[src/rtl/bus_arbiter_pkg.sv]
// Shared types and constants for the two-master bus arbiter.
package bus_arbiter_pkg;

    typedef enum logic {
        ST_IDLE = 1'b0,
        ST_WAIT = 1'b1
    } arb_state_e;

    localparam logic [31:0] ERROR_DATA_DEFAULT = 32'hDEADBEEF;

    localparam logic [3:0]  BYTE_MASK = 4'd1;
    localparam logic [3:0]  HALF_MASK = 4'd3;
    localparam logic [3:0]  WORD_MASK = 4'd15;

    localparam logic [31:0] REGFILE_BASE = 32'hE0000000;

endpackage

[src/rtl/bus_arbiter_if.sv]
// Pulse-begin/pulse-end bus bundle: two master ports, one slave port, error flags.
interface bus_arbiter_if;

    logic [31:0] m0Address, m0DataOut, m0DataIn;
    logic        m0WriteEnable, m0TransactionBegin, m0TransactionEnd;
    logic [3:0]  m0WriteMask;

    logic [31:0] m1Address, m1DataOut, m1DataIn;
    logic        m1WriteEnable, m1TransactionBegin, m1TransactionEnd;
    logic [3:0]  m1WriteMask;

    logic [31:0] sAddress, sDataOut, sDataIn;
    logic        sWriteEnable, sTransactionBegin, sTransactionEnd;
    logic [3:0]  sWriteMask;

    logic        timeoutError, overrunError;

    // Arbiter side: responds to the masters, drives the slave.
    modport slave (
        input  m0Address, m0DataOut, m0WriteEnable, m0WriteMask, m0TransactionBegin,
        input  m1Address, m1DataOut, m1WriteEnable, m1WriteMask, m1TransactionBegin,
        input  sDataIn, sTransactionEnd,
        output m0DataIn, m0TransactionEnd, m1DataIn, m1TransactionEnd,
        output sAddress, sDataOut, sWriteEnable, sWriteMask, sTransactionBegin,
        output timeoutError, overrunError
    );

    // Environment side: the two requesters and the memory port.
    modport master (
        output m0Address, m0DataOut, m0WriteEnable, m0WriteMask, m0TransactionBegin,
        output m1Address, m1DataOut, m1WriteEnable, m1WriteMask, m1TransactionBegin,
        output sDataIn, sTransactionEnd,
        input  m0DataIn, m0TransactionEnd, m1DataIn, m1TransactionEnd,
        input  sAddress, sDataOut, sWriteEnable, sWriteMask, sTransactionBegin,
        input  timeoutError, overrunError
    );

endinterface

[src/rtl/bus_arbiter_slot.sv]
// One master's request slot: captures a begin pulse, holds it until served.
module bus_request_slot (
    input  logic        clk,
    input  logic        rst_n,
    input  logic        start_i,
    input  logic [31:0] addr_i,
    input  logic [31:0] data_i,
    input  logic        we_i,
    input  logic [3:0]  mask_i,
    input  logic        clear_i,
    output logic        pending_o,
    output logic [31:0] addr_o,
    output logic [31:0] data_o,
    output logic        we_o,
    output logic [3:0]  mask_o,
    output logic        overrun_o
);

    logic        pending_q, pending_d;
    logic        capture;
    logic [31:0] addr_q, data_q;
    logic        we_q;
    logic [3:0]  mask_q;

    always_comb begin
        // A slot that completes on this edge is free to take a new request on it.
        capture   = start_i && (!pending_q || clear_i);
        overrun_o = start_i && pending_q && !clear_i;
        pending_d = pending_q;
        if (capture) begin
            pending_d = 1'b1;
        end else if (clear_i) begin
            pending_d = 1'b0;
        end
    end

    always_ff @(posedge clk or negedge rst_n) begin
        if (!rst_n) begin
            pending_q <= 1'b0;
            addr_q    <= '0;
            data_q    <= '0;
            we_q      <= 1'b0;
            mask_q    <= '0;
        end else begin
            pending_q <= pending_d;
            if (capture) begin
                addr_q <= addr_i;
                data_q <= data_i;
                we_q   <= we_i;
                mask_q <= mask_i;
            end
        end
    end

    assign pending_o = pending_q;
    assign addr_o    = addr_q;
    assign data_o    = data_q;
    assign we_o      = we_q;
    assign mask_o    = mask_q;

endmodule

[src/rtl/bus_arbiter.sv]
// Two-master round-robin arbiter onto one pulse-begin/pulse-end slave port,
// with a per-transaction watchdog.
module bus_arbiter
    import bus_arbiter_pkg::*;
#(
    parameter int unsigned TIMEOUT_CYCLES = 255,
    parameter logic [31:0] ERROR_DATA     = ERROR_DATA_DEFAULT
) (
    input  logic         clk,
    input  logic         rst,
    bus_arbiter_if.slave bus
);

    arb_state_e  state_q, state_d;
    logic        grant_q, grant_d;
    logic        last_q, last_d;
    logic [31:0] wdog_q, wdog_d;
    logic [31:0] m0_rdata_q, m0_rdata_d, m1_rdata_q, m1_rdata_d;
    logic        m0_end_q, m0_end_d, m1_end_q, m1_end_d;
    logic        tout_q, tout_d, ovr_q, ovr_d;

    logic        sel, issue, done;
    logic [31:0] ret_data;
    logic        p0, p1, ovr0, ovr1;
    logic [31:0] a0, a1, d0, d1;
    logic        we0, we1;
    logic [3:0]  k0, k1;

    bus_request_slot u_slot0 (
        .clk(clk), .rst_n(rst),
        .start_i(bus.m0TransactionBegin), .addr_i(bus.m0Address), .data_i(bus.m0DataOut),
        .we_i(bus.m0WriteEnable), .mask_i(bus.m0WriteMask), .clear_i(done && !grant_q),
        .pending_o(p0), .addr_o(a0), .data_o(d0), .we_o(we0), .mask_o(k0), .overrun_o(ovr0)
    );

    bus_request_slot u_slot1 (
        .clk(clk), .rst_n(rst),
        .start_i(bus.m1TransactionBegin), .addr_i(bus.m1Address), .data_i(bus.m1DataOut),
        .we_i(bus.m1WriteEnable), .mask_i(bus.m1WriteMask), .clear_i(done && grant_q),
        .pending_o(p1), .addr_o(a1), .data_o(d1), .we_o(we1), .mask_o(k1), .overrun_o(ovr1)
    );

    always_comb begin
        state_d    = state_q;
        grant_d    = grant_q;
        last_d     = last_q;
        wdog_d     = wdog_q;
        m0_rdata_d = m0_rdata_q;
        m1_rdata_d = m1_rdata_q;
        m0_end_d   = 1'b0;
        m1_end_d   = 1'b0;
        tout_d     = tout_q;
        ovr_d      = ovr_q || ovr0 || ovr1;
        sel        = grant_q;
        issue      = 1'b0;
        done       = 1'b0;
        ret_data   = bus.sDataIn;

        unique case (state_q)
            ST_IDLE: begin
                if (p0 || p1) begin
                    sel     = (p0 && p1) ? !last_q : p1;
                    issue   = 1'b1;
                    grant_d = sel;
                    wdog_d  = TIMEOUT_CYCLES;
                    state_d = ST_WAIT;
                end
            end
            ST_WAIT: begin
                // Slave response takes priority over a watchdog expiry in the same cycle.
                if (bus.sTransactionEnd) begin
                    done = 1'b1;
                end else if (TIMEOUT_CYCLES != 0 && wdog_q == 32'd1) begin
                    done     = 1'b1;
                    ret_data = ERROR_DATA;
                    tout_d   = 1'b1;
                end else if (wdog_q != '0) begin
                    wdog_d = wdog_q - 32'd1;
                end
            end
            default: state_d = ST_IDLE;
        endcase

        if (done) begin
            if (grant_q) begin
                m1_rdata_d = ret_data;
                m1_end_d   = 1'b1;
            end else begin
                m0_rdata_d = ret_data;
                m0_end_d   = 1'b1;
            end
            last_d  = grant_q;
            state_d = ST_IDLE;
        end
    end

    always_ff @(posedge clk or negedge rst) begin
        if (!rst) begin
            state_q    <= ST_IDLE;
            grant_q    <= 1'b0;
            last_q     <= 1'b1;
            wdog_q     <= '0;
            m0_rdata_q <= '0;
            m1_rdata_q <= '0;
            m0_end_q   <= 1'b0;
            m1_end_q   <= 1'b0;
            tout_q     <= 1'b0;
            ovr_q      <= 1'b0;
        end else begin
            state_q    <= state_d;
            grant_q    <= grant_d;
            last_q     <= last_d;
            wdog_q     <= wdog_d;
            m0_rdata_q <= m0_rdata_d;
            m1_rdata_q <= m1_rdata_d;
            m0_end_q   <= m0_end_d;
            m1_end_q   <= m1_end_d;
            tout_q     <= tout_d;
            ovr_q      <= ovr_d;
        end
    end

    // Slot fields persist after service, so muxing by the last grant holds the slave bus.
    assign bus.sTransactionBegin = issue;
    assign bus.sAddress          = sel ? a1  : a0;
    assign bus.sDataOut          = sel ? d1  : d0;
    assign bus.sWriteEnable      = sel ? we1 : we0;
    assign bus.sWriteMask        = sel ? k1  : k0;

    assign bus.m0DataIn          = m0_rdata_q;
    assign bus.m1DataIn          = m1_rdata_q;
    assign bus.m0TransactionEnd  = m0_end_q;
    assign bus.m1TransactionEnd  = m1_end_q;
    assign bus.timeoutError      = tout_q;
    assign bus.overrunError      = ovr_q;

endmodule

[src/flat_wrapper.sv]
// flat-port wrapper written by rule: the top's interface ports become plain ports
module bus_arbiter_flat import bus_arbiter_pkg::*;
#(
    parameter int unsigned TIMEOUT_CYCLES = 255,
    parameter logic [31:0] ERROR_DATA     = ERROR_DATA_DEFAULT
)
  (clk, rst, bus_m0Address, bus_m0DataOut, bus_m0WriteEnable, bus_m0WriteMask, bus_m0TransactionBegin, bus_m1Address, bus_m1DataOut, bus_m1WriteEnable, bus_m1WriteMask, bus_m1TransactionBegin, bus_sDataIn, bus_sTransactionEnd, bus_m0DataIn, bus_m0TransactionEnd, bus_m1DataIn, bus_m1TransactionEnd, bus_sAddress, bus_sDataOut, bus_sWriteEnable, bus_sWriteMask, bus_sTransactionBegin, bus_timeoutError, bus_overrunError);
  bus_arbiter_if bus_i ();
  input  logic clk;
  input  logic rst;
  input wire logic [$bits(bus_i.m0Address)-1:0] bus_m0Address;
  input wire logic [$bits(bus_i.m0DataOut)-1:0] bus_m0DataOut;
  input wire logic [$bits(bus_i.m0WriteEnable)-1:0] bus_m0WriteEnable;
  input wire logic [$bits(bus_i.m0WriteMask)-1:0] bus_m0WriteMask;
  input wire logic [$bits(bus_i.m0TransactionBegin)-1:0] bus_m0TransactionBegin;
  input wire logic [$bits(bus_i.m1Address)-1:0] bus_m1Address;
  input wire logic [$bits(bus_i.m1DataOut)-1:0] bus_m1DataOut;
  input wire logic [$bits(bus_i.m1WriteEnable)-1:0] bus_m1WriteEnable;
  input wire logic [$bits(bus_i.m1WriteMask)-1:0] bus_m1WriteMask;
  input wire logic [$bits(bus_i.m1TransactionBegin)-1:0] bus_m1TransactionBegin;
  input wire logic [$bits(bus_i.sDataIn)-1:0] bus_sDataIn;
  input wire logic [$bits(bus_i.sTransactionEnd)-1:0] bus_sTransactionEnd;
  output wire logic [$bits(bus_i.m0DataIn)-1:0] bus_m0DataIn;
  output wire logic [$bits(bus_i.m0TransactionEnd)-1:0] bus_m0TransactionEnd;
  output wire logic [$bits(bus_i.m1DataIn)-1:0] bus_m1DataIn;
  output wire logic [$bits(bus_i.m1TransactionEnd)-1:0] bus_m1TransactionEnd;
  output wire logic [$bits(bus_i.sAddress)-1:0] bus_sAddress;
  output wire logic [$bits(bus_i.sDataOut)-1:0] bus_sDataOut;
  output wire logic [$bits(bus_i.sWriteEnable)-1:0] bus_sWriteEnable;
  output wire logic [$bits(bus_i.sWriteMask)-1:0] bus_sWriteMask;
  output wire logic [$bits(bus_i.sTransactionBegin)-1:0] bus_sTransactionBegin;
  output wire logic [$bits(bus_i.timeoutError)-1:0] bus_timeoutError;
  output wire logic [$bits(bus_i.overrunError)-1:0] bus_overrunError;
  assign bus_i.m0Address = bus_m0Address;
  assign bus_i.m0DataOut = bus_m0DataOut;
  assign bus_i.m0WriteEnable = bus_m0WriteEnable;
  assign bus_i.m0WriteMask = bus_m0WriteMask;
  assign bus_i.m0TransactionBegin = bus_m0TransactionBegin;
  assign bus_i.m1Address = bus_m1Address;
  assign bus_i.m1DataOut = bus_m1DataOut;
  assign bus_i.m1WriteEnable = bus_m1WriteEnable;
  assign bus_i.m1WriteMask = bus_m1WriteMask;
  assign bus_i.m1TransactionBegin = bus_m1TransactionBegin;
  assign bus_i.sDataIn = bus_sDataIn;
  assign bus_i.sTransactionEnd = bus_sTransactionEnd;
  assign bus_m0DataIn = bus_i.m0DataIn;
  assign bus_m0TransactionEnd = bus_i.m0TransactionEnd;
  assign bus_m1DataIn = bus_i.m1DataIn;
  assign bus_m1TransactionEnd = bus_i.m1TransactionEnd;
  assign bus_sAddress = bus_i.sAddress;
  assign bus_sDataOut = bus_i.sDataOut;
  assign bus_sWriteEnable = bus_i.sWriteEnable;
  assign bus_sWriteMask = bus_i.sWriteMask;
  assign bus_sTransactionBegin = bus_i.sTransactionBegin;
  assign bus_timeoutError = bus_i.timeoutError;
  assign bus_overrunError = bus_i.overrunError;
  bus_arbiter #(.TIMEOUT_CYCLES(TIMEOUT_CYCLES), .ERROR_DATA(ERROR_DATA)) u_core (.clk(clk), .rst(rst), .bus(bus_i));
endmodule
[config.mk]
export PLATFORM = sky130hd
export DESIGN_NAME = bus_arbiter_flat
export DESIGN_NICKNAME = d
export VERILOG_FILES = /design/src/rtl/bus_arbiter_pkg.sv /design/src/rtl/bus_arbiter_if.sv /design/src/rtl/bus_arbiter_slot.sv /design/src/rtl/bus_arbiter.sv /design/src/flat_wrapper.sv
export SDC_FILE = /design/constraint.sdc
export NUM_CORES = 1
export LEC_CHECK = 0
export CORE_MARGIN = 4
export CORE_UTILIZATION = 45
export CTS_BUF_LIST = sky130_fd_sc_hd__clkbuf_2
export CTS_CLUSTER_DIAMETER = 30
export DETAILED_ROUTE_END_ITERATION = 8
export PLACE_DENSITY = 0.78
export SLEW_MARGIN = 20
export SYNTH_ARGS = -nofsm -noshare
export SYNTH_HDL_FRONTEND = slang
export SYNTH_HIERARCHICAL = 1
export SYNTH_SLANG_ARGS = --single-unit
[constraint.sdc]
create_clock -name clk -period 3.8 [get_ports clk]
set_input_delay 0.76 -clock clk [delete_from_list [all_inputs] [get_ports clk]]
set_output_delay 0.76 -clock clk [all_outputs]
set_load 0.01 [all_outputs]
==> qor.yml, run 1 <==
clockRootBuffer: "clkbuf_2"
slew_viol_final: 0
port_buffers: 312
post_drt_wl_per_cell_um: 19.62
yosys.area.top_type: "dfrtp_1"
rsz0062_at_grt: "no"
synth_fp_nets: 939
seq_area_frac_synth: 0.5705
synth_cell_type_count: 61
ys_ff_latch: 243
slew_headroom: 0.4843
critPathMaxStageDelay_ps: 540
grt-ovfl-total: 0
grt_use_total: 0.2181
die_w_um: 161.9
synth-edff-count: 0
syn-cell-area_um2: 10660
row_count: 56
ant_nets: 0
final_common_cell: "clkdlybuf4s50_1"
cp-start-kind: "register"
status: "finished, final reports clean"
crit_type: "register to primary output"
htreeDepth: 3
place_congestion: 0.7990
core_area_um2: 23400
dr.pass1.iters: 5
comb_power_share: 0.492
grt_max_degree: 85
cp_max_fo: 18
swShare: 0.3410
first_iter_violations: 350
syn_area_per_cell_um2: 13.99
synth.top_cell.area_share: 0.5680
numCtsBuffers: 71
hold_violations: 0
ys.flop_type: "dfrtp_1"
avgViaCountPerCell: 5.215
fin_setup_tns_ps: 0
antenna_found_initial: 2
timing.hold.ws_ps: 465.4
synthCells: 762
finalSetupViolCount: 0
die_h_um: 161.9
critPathRequiredTime_ps: 3040
worst_path_max_delay_cell: "dfstp_2"
instances_no_fill: 1496
io_pins: 313
cts_sinks: 243
hold_path_class: "register to register"
clkPwrFrac: 0.170
fin_skew_ps: 114.8
nNetsFinal: 1304
start_util: 0.4556
grt_pass1_vias: 8530
dp_hpwl_mm: 19.67
dieArea_um2: 26220
drive_gt1_frac: 0.3174
clk_pin_slew_ps: 90
dp.cells: 1367
crit_top_cell: "buf_12"
crit_path_cell_trace: "nand2_1 > a32oi_4 > buf_12 > buf_12 > mux2_2 > clkdlybuf4s50_1"
cts_tree: "yes"
p_seq_frac: 0.338
drcViolationCount: 0
finalCriticalPeriod_ps: 3630
grt_pass1_wl_mm: 45.31
max_freq_mhz: 275.5
leakage_nw: 6.610
async_reset_ff_frac: 1.000
routed_wl_mm: 29.35
power_density_nw_per_um2: 850.4
critical_path_arrival_ps: 2870
vias: 7802
layout_worst_path_cycle_share: 0.9553
crit_path_end_kind: "primary output"
maxCapViolCount: 0
p_int_mw: 8.395
path_buf_inv: 3
worst_pin_slew_ps: 767.7
irDropWorstVdd_mv: 0.5178
net-switching-power_mw: 4.344
crit_family: "buffers and inverters"
clock_path_buffers: 3
syn2layout_area_growth_pct: 40.50
synth_area_leaders: "dfrtp_1 (57%), mux2_2 (20%), o22a_1 (3.4%)"
mostFrequentLayoutCells: "clkdlybuf4s50_1 (268), dfrtp_1 (240), mux2_2 (187)"
yosys_warnings: 6
clock_latency_ps: 850
cell families after synthesis:
group / Yosys count / share of synthesized area
AOI/OAI and AO/OA: 110 / 0.08544
buffers and inverters: 56 / 0.03016
adders and majority gates: 2 / 0.002347
muxes: 215 / 0.2332
xor gates and xnor gates: 1 / 0.0008216
DFF: 243 / 0.5705
and+or+nand+nor: 135 / 0.07758
layer usage:
metal,part of all wire,global-route usage,vias to the layer above
met5,0,0,-
met2,0.51,0.3714,299
met1,0.40,0.2542,3842
met4,0.023,0.09227,0
li1,-,-,3614
met3,0.074,0.07156,47
final timing paths:
kind / endpoint / slack (ps) / depth (start not counted) / from
max: bus_sDataOut[19] / 170 / 6 / u_core/last_q
min: u_core/bus.timeoutError / 470 / 1 / u_core/bus.timeoutError
max reg2reg: u_core/u_slot0/mask_o[0] / 290 / 9 / u_core/wdog_q[18]
min reg2reg: u_core/bus.timeoutError / 470 / 1 / u_core/bus.timeoutError
max in group asynchronous: u_core/bus.m1DataIn[10] / 2350 / 3 / rst
min in group asynchronous: u_core/bus.m0DataIn[29] / 500 / 2 / rst
what timing repair did:
action	CTS	global route
endpoints found under the hold margin	78	0
endpoints found under the setup margin	69	40
gates resized for setup	33	14
hold buffers	1	0
cloned	2	1
setup buffers	2	1
pin swaps	1	1
final cells by class:
cell class / count / area (um^2)
Sequential cell: 243 / 6085
Antenna cell: 2 / 5.005
Tap cell: 319 / 399.1
Fill cell: 1853 / 8423
Multi-Input combinational cell: 463 / 4280
Inverter: 10 / 47.55
Clock inverter: 30 / 270.3
Clock buffer: 91 / 455.4
Timing Repair Buffer: 338 / 3437
flip-flops by register name (all words and copies together), names as in the netlist, 4 cells and up:
register and count:
u_core/u_slot1/mask_o 4, u_core/u_slot1/addr_o 32, u_core/u_slot0/addr_o 32, u_core/u_slot0/mask_o 4
u_core/u_slot0/data_o 32, u_core/u_slot1/data_o 32, u_core/wdog_q 32, u_core/bus.m1DataIn 32
u_core/bus.m0DataIn 32
synthesized netlist by cell type (3+ instances only):
cell type    n
nand2_1     27
mux2i_1      8
nand3_1      8
nor2_1      13
and3_1       3
mux2_4      20
or3_1       17
buf_2       15
or2_2        3
o22a_1      41
o31ai_1      6
o21ai_0      8
clkbuf_1    20
mux2_2     187
inv_1        7
a22o_1      11
nand2b_1     9
a21oi_1      9
or4_1       11
nor4_1      12
a31oi_1      4
a22o_2       5
nor3_1      12
o22a_2       7
dfrtp_1    242
buf_6        8
power groups by stage:
stage / combinational [mW] / clock [mW] / sequential [mW]
final: 6.26 / 2.16 / 4.31
after global routing: 6.67 / 2.38 / 4.44
after CTS: 6.33 / 2.24 / 4.31
after detailed placement: 6.27 / 0 / 4.36
after global placement: 6.19 / 0 / 4.31
after floorplan: 3.23 / 0 / 4.33
metrics by stage:
stage / power [mW] / cell area [um^2] / utilization / setup slack, ps
after floorplan: 7.555 / 10660 / - / 578.0
after global placement: 10.50 / 14140 / 0.6041 / 418.0
after detailed placement: 10.63 / 14140 / 0.6041 / 355.6
after CTS: 12.88 / 14920 / 0.6376 / 0.3053
after global routing: 13.49 / 14980 / 0.6401 / 0.1521
final: 12.74 / 14980 / 0.6401 / 169.8
No activity file was read; power rests on OpenSTA's default activity.
==> run 2: changes to the inputs <==
- MAX_ROUTING_LAYER: default -> met4
==> run 2 against run 1 <==
Compared with the run above: sequential cell count stayed put; design area did not move; sequential share of layout area stayed put; largest cell class unchanged.
==> qor.yml, run 2 (synthesis gave the netlist of run 1 again) <==
crit_type: "register to primary output"
io_pins: 313  # unchanged
path_buf_inv: 3  # unchanged
ant_nets: 0  # unchanged
crit_top_cell: "buf_12"
fin_skew_ps: 113.0  # -1.785 ps
drive_gt1_frac: 0.3174  # unchanged
critical_path_arrival_ps: 2880  # about the same
dp_hpwl_mm: 19.67  # unchanged
avgViaCountPerCell: 5.193  # -0.44%
start_util: 0.4556  # unchanged
grt_pass1_vias: 8521  # -0.11%
critPathMaxStageDelay_ps: 540  # about the same
drcViolationCount: 0  # unchanged
slew_viol_final: 0  # unchanged
htreeDepth: 3  # unchanged
core_area_um2: 23400  # unchanged
vias: 7768  # -0.44%
max_freq_mhz: 274.9  # -0.20%
placed_area_um2: 14140  # unchanged
clockRootBuffer: "clkbuf_2"
grt-ovfl-total: 0  # unchanged
dr.pass1.iters: 5  # unchanged
slew_headroom: 0.4731  # -0.01121
syn2layout_area_growth_pct: 40.50  # unchanged
instances_no_fill: 1496  # unchanged
mostFrequentLayoutCells: "clkdlybuf4s50_1 (268), dfrtp_1 (240), mux2_2 (187)"
cts_sinks: 243  # unchanged
irDropWorstVdd_mv: 0.5158  # -0.40%
timing.hold.ws_ps: 466.5  # +1.108 ps
finalSetupViolCount: 0  # unchanged
dieArea_um2: 26220  # unchanged
clock_path_buffers: 3  # unchanged
place_congestion: 0.8105  # +1.4%
crit_path_end_kind: "primary output"
critPathRequiredTime_ps: 3040  # about the same
power_density_nw_per_um2: 850.4  # about the same
p_total_mw: 12.74  # about the same
finalCriticalPeriod_ps: 3638  # +7.401 ps
crit_path_cell_trace: "nand2_1 > a32oi_4 > buf_12 > buf_12 > mux2_2 > clkdlybuf4s50_1"
grt_max_degree: 85  # unchanged
grt_pass1_wl_mm: 45.28  # about the same
cp-start-kind: "register"
final_common_cell: "clkdlybuf4s50_1"
clk_pin_slew_ps: 90  # about the same
layout_worst_path_cycle_share: 0.9573  # +0.001948
fin_setup_tns_ps: 0  # unchanged
port_buffers: 312  # unchanged
worst_pin_slew_ps: 784.4  # +16.69 ps
die_w_um: 161.9  # unchanged
first_iter_violations: 397  # +13%
die_h_um: 161.9  # unchanged
crit_family: "buffers and inverters"
hold_violations: 0  # unchanged
worst_path_max_delay_cell: "dfstp_2"
grt_use_total: 0.2245  # +0.006317
post_drt_wl_per_cell_um: 19.60  # about the same
clock_latency_ps: 840  # about the same
dp.cells: 1367  # unchanged
antenna_found_initial: 2  # unchanged
row_count: 56  # unchanged
numCtsBuffers: 71  # unchanged
status: "finished, final reports clean"
leakage_nw: 6.610  # unchanged
nNetsFinal: 1304  # unchanged
design_area_um2: 14980  # unchanged
rsz0062_at_grt: "no"
cp_max_fo: 18  # unchanged
maxCapViolCount: 0  # unchanged
cts_tree: "yes"
routed_wl_mm: 29.33  # about the same
hold_path_class: "register to register"
## run 2: cell counts in the layout (fill, tap and decap cells not counted)
No cell type changed its count.
## run 2: final cells by class
cell class / instances / area [um^2]
Clock buffer: 91 / 455.4
Timing Repair Buffer: 338 / 3437
Fill cell: 1853 / 8423
Antenna cell: 2 / 5.005
Tap cell: 319 / 399.1
Inverter: 10 / 47.55
Multi-Input combinational cell: 463 / 4280
Sequential cell: 243 / 6085
Clock inverter: 30 / 270.3
## run 2: worst paths after layout
kind / from / to / slack [ps] / cells after the start
worst max-delay path: u_core/last_q / bus_sDataOut[19] / 160 / 6
worst min-delay path: u_core/bus.timeoutError / u_core/bus.timeoutError / 470 / 1
worst max register to register: u_core/wdog_q[18] / u_core/u_slot0/mask_o[0] / 300 / 9
worst min register to register: u_core/bus.timeoutError / u_core/bus.timeoutError / 470 / 1
max in group asynchronous: rst / u_core/bus.m1DataIn[10] / 2340 / 3
min in group asynchronous: rst / u_core/bus.m0DataIn[29] / 510 / 2
## run 2: timing repair
action / CTS / global route
resized for setup: 33 / 14
setup buffers: 2 / 1
hold buffers: 1 / 0
endpoints found under the hold margin: 78 / 0
pin swaps: 1 / 1
endpoints found under the setup margin: 69 / 40
cloned: 2 / 1
## run 2: worst reg2reg max path, stage by stage, from the launching register on
cell,delay (ps)
dfrtp_1,440
or4_4,510
or4_4,490
o41ai_4,510
nand3b_4,230
clkinv_4,240
nand2b_4,200
nand2_4,50
buf_4,280
mux2_2,380
## run 2: metal layers
metal  GRT usage  wire length (um)  part of all wire
met5           -                 0                 0
met4     0.09189               694             0.024
met3     0.06597              1884             0.064
met2      0.3704             14900              0.51
met1      0.2584             11850              0.40
## run 2: per-stage QoR
step / util / setup WS [ps]
finish: 0.6401 / 162.4
CTS: 0.6376 / 0.3053
global route: 0.6401 / 11.91
detailed placement: 0.6041 / 355.6
global placement: 0.6041 / 418.0
floorplan: - / 578.0
## run 2: where the power goes
part	leakage [nW]	internal, mW	switching, mW
logic	3.24	3.68	2.59
clock network	0.508	1.01	1.15
registers	2.86	3.71	0.600
==> run 3: changes to the inputs <==
--- a/config.mk
+++ b/config.mk
@@ -12,2 +12,3 @@
 export DETAILED_ROUTE_END_ITERATION = 8
+export HOLD_SLACK_MARGIN = 0.08
 export MAX_ROUTING_LAYER = met4
==> constraint.sdc (replaced) <==
create_clock -name clk -period 3.8 [get_ports clk]
set_input_delay 1.14 -clock clk [delete_from_list [all_inputs] [get_ports clk]]
set_output_delay 1.14 -clock clk [all_outputs]
set_load 0.01 [all_outputs]
==> run 3 against run 2 <==
Compared with the run above: combinational power up 20%; core utilization up 1.7 points; sequential share of layout area shrank 1.1 points; die area unchanged; critical path type unchanged; critical endpoint is now bus_sDataOut[18].
==> qor.yml, run 3 (synthesis gave the netlist of run 1 again) <==
slew_viol_final: 0  # unchanged
drive_gt1_frac: 0.3814  # +0.06399
row_count: 56  # unchanged
die_h_um: 161.9  # unchanged
routed_wl_mm: 30.34  # +3.5%
dieArea_um2: 26220  # unchanged
crit_path_end_kind: "primary output"
crit_path_cell_trace: "nand2_2 > a32oi_4 > buf_12 > buf_12 > buf_16 > mux2_2 > buf_6"
clockRootBuffer: "clkbuf_2"
cts_sinks: 243  # unchanged
numCtsBuffers: 70  # -1.4%
vias: 7889  # +1.6%
finalCriticalPeriod_ps: 3717  # +79.81 ps
slew_headroom: 0.4930  # +0.01996
placed_area_um2: 14230  # +0.67%
hold_violations: 0  # unchanged
leakage_nw: 6.888  # +4.2%
port_buffers: 312  # unchanged
nNetsFinal: 1314  # +0.77%
cp-start-kind: "register"
grt_pass1_wl_mm: 47.20  # +4.2%
crit_top_cell: "buf_12"
power_density_nw_per_um2: 899.1  # +5.7%
first_iter_violations: 291  # -27%
cp_max_fo: 7  # -11
nFillCells: 1814  # -2.1%
maxCapViolCount: 0  # unchanged
max_freq_mhz: 269.0  # -2.1%
hold_buffers: 0  # -1
finalSetupViolCount: 0  # unchanged
irDropWorstVdd_mv: 0.7197  # +40%
clock_latency_ps: 780  # -60 ps
timing.hold.ws_ps: 375.1  # -91.34 ps
worst_path_max_delay_cell: "dfstp_2"
instances_no_fill: 1505  # +0.60%
htreeDepth: 3  # unchanged
start_util: 0.4556  # unchanged
die_w_um: 161.9  # unchanged
critPathMaxStageDelay_ps: 560  # +20 ps
design_area_um2: 15380  # +2.6%
rsz0062_at_grt: "yes"
grt_max_degree: 91  # +7.1%
crit_type: "register to primary output"
post_drt_wl_per_cell_um: 20.16  # +2.8%
p_total_mw: 13.83  # +8.5%
ant_nets: 0  # unchanged
layout_worst_path_cycle_share: 0.9783  # +0.02100
status: "finished, final reports clean"
dp_hpwl_mm: 20.60  # +4.7%
hold_path_class: "input port to asynchronous set/reset pin"
core_area_um2: 23400  # unchanged
grt_use_total: 0.2348  # +0.01031
critPathRequiredTime_ps: 2660  # -380 ps
antenna_found_initial: 1  # -1
fin_setup_tns_ps: 0  # unchanged
mostFrequentLayoutCells: "clkdlybuf4s50_1 (242), dfrtp_1 (242), mux2_2 (131)"
worst_pin_slew_ps: 754.7  # -29.71 ps
fin_skew_ps: 78.65  # -34.37 ps
io_pins: 313  # unchanged
dp.cells: 1373  # +0.44%
grt-ovfl-total: 0  # unchanged
avgViaCountPerCell: 5.242  # +0.95%
grt_pass1_vias: 8726  # +2.4%
place_congestion: 0.8473  # +4.5%
cts_tree: "yes"
dr.pass1.iters: 4  # -1
clock_path_buffers: 3  # unchanged
clk_pin_slew_ps: 100  # about the same
critical_path_arrival_ps: 2580  # -300 ps
drcViolationCount: 0  # unchanged
r2r_setup_slack_ps: 480  # +180 ps
syn2layout_area_growth_pct: 44.22
-- run 3: timing repair --
| action | CTS | global route |
|---|---|---|
| cloned | 5 | 1 |
| pin swaps | 1 | 1 |
| endpoints found under the setup margin | 69 | 50 |
| gates resized for setup | 292 | 124 |
| setup buffers | 6 | 0 |
-- run 3: cell type report --
cell class                      count  area, um^2  area share
Tap cell                          319       399.1     0.02596
Inverter                           10       47.55    0.003092
Sequential cell                   243        6082      0.3956
Multi-Input combinational cell    463        4493      0.2922
Antenna cell                        1       2.502   0.0001627
Clock buffer                       95       475.5     0.03092
Clock inverter                     25       152.6    0.009928
Timing Repair Buffer              349        3724      0.2422
-- run 3: metal layers --
metal / vias up / GRT usage / wire (um)
li1: 3619 / - / -
met1: 3914 / 0.2682 / 11670
met2: 288 / 0.3872 / 15360
met3: 68 / 0.07156 / 2204
met4: 0 / 0.09765 / 1098
met5: - / - / 0
-- run 3: worst paths after layout --
path,from,to,depth (start not counted)
hold / removal,rst,u_core/bus.m0DataIn[8],1
max in group asynchronous,rst,u_core/u_slot1/addr_o[4],2
setup reg to reg,u_core/wdog_q[20],u_core/u_slot0/data_o[25],9
min in group clk,u_core/bus.timeoutError,u_core/bus.timeoutError,1
setup / recovery,u_core/last_q,bus_sDataOut[18],7
hold reg to reg,u_core/bus.timeoutError,u_core/bus.timeoutError,1
-- run 3: worst max-delay path, delay by kind of cell, from the launching register on --
family / cells / cell delay, ps
DFF: 1 / 560
AOI/OAI and AO/OA: 1 / 270
and+or+nand+nor: 1 / 70
muxes: 1 / 340
buffers and inverters: 4 / 550
-- run 3: report_power, final --
part | leakage (nW) | internal [mW] | total [mW] | switching, mW
sequential | 2.86 | 3.71 | 4.41 | 0.702
combinational | 3.55 | 4.64 | 7.51 | 2.87
clock | 0.476 | 0.815 | 1.90 | 1.09
total | 6.89 | 9.17 | 13.8 | 4.66
-- run 3: stage by stage --
step / worst slack (ps) / util
floorplan: 578.0 / -
global placement: 477.9 / 0.6082
detailed placement: 420.5 / 0.6082
CTS: -75.05 / 0.6357
global route: -62.18 / 0.6570
finish: 82.60 / 0.6570
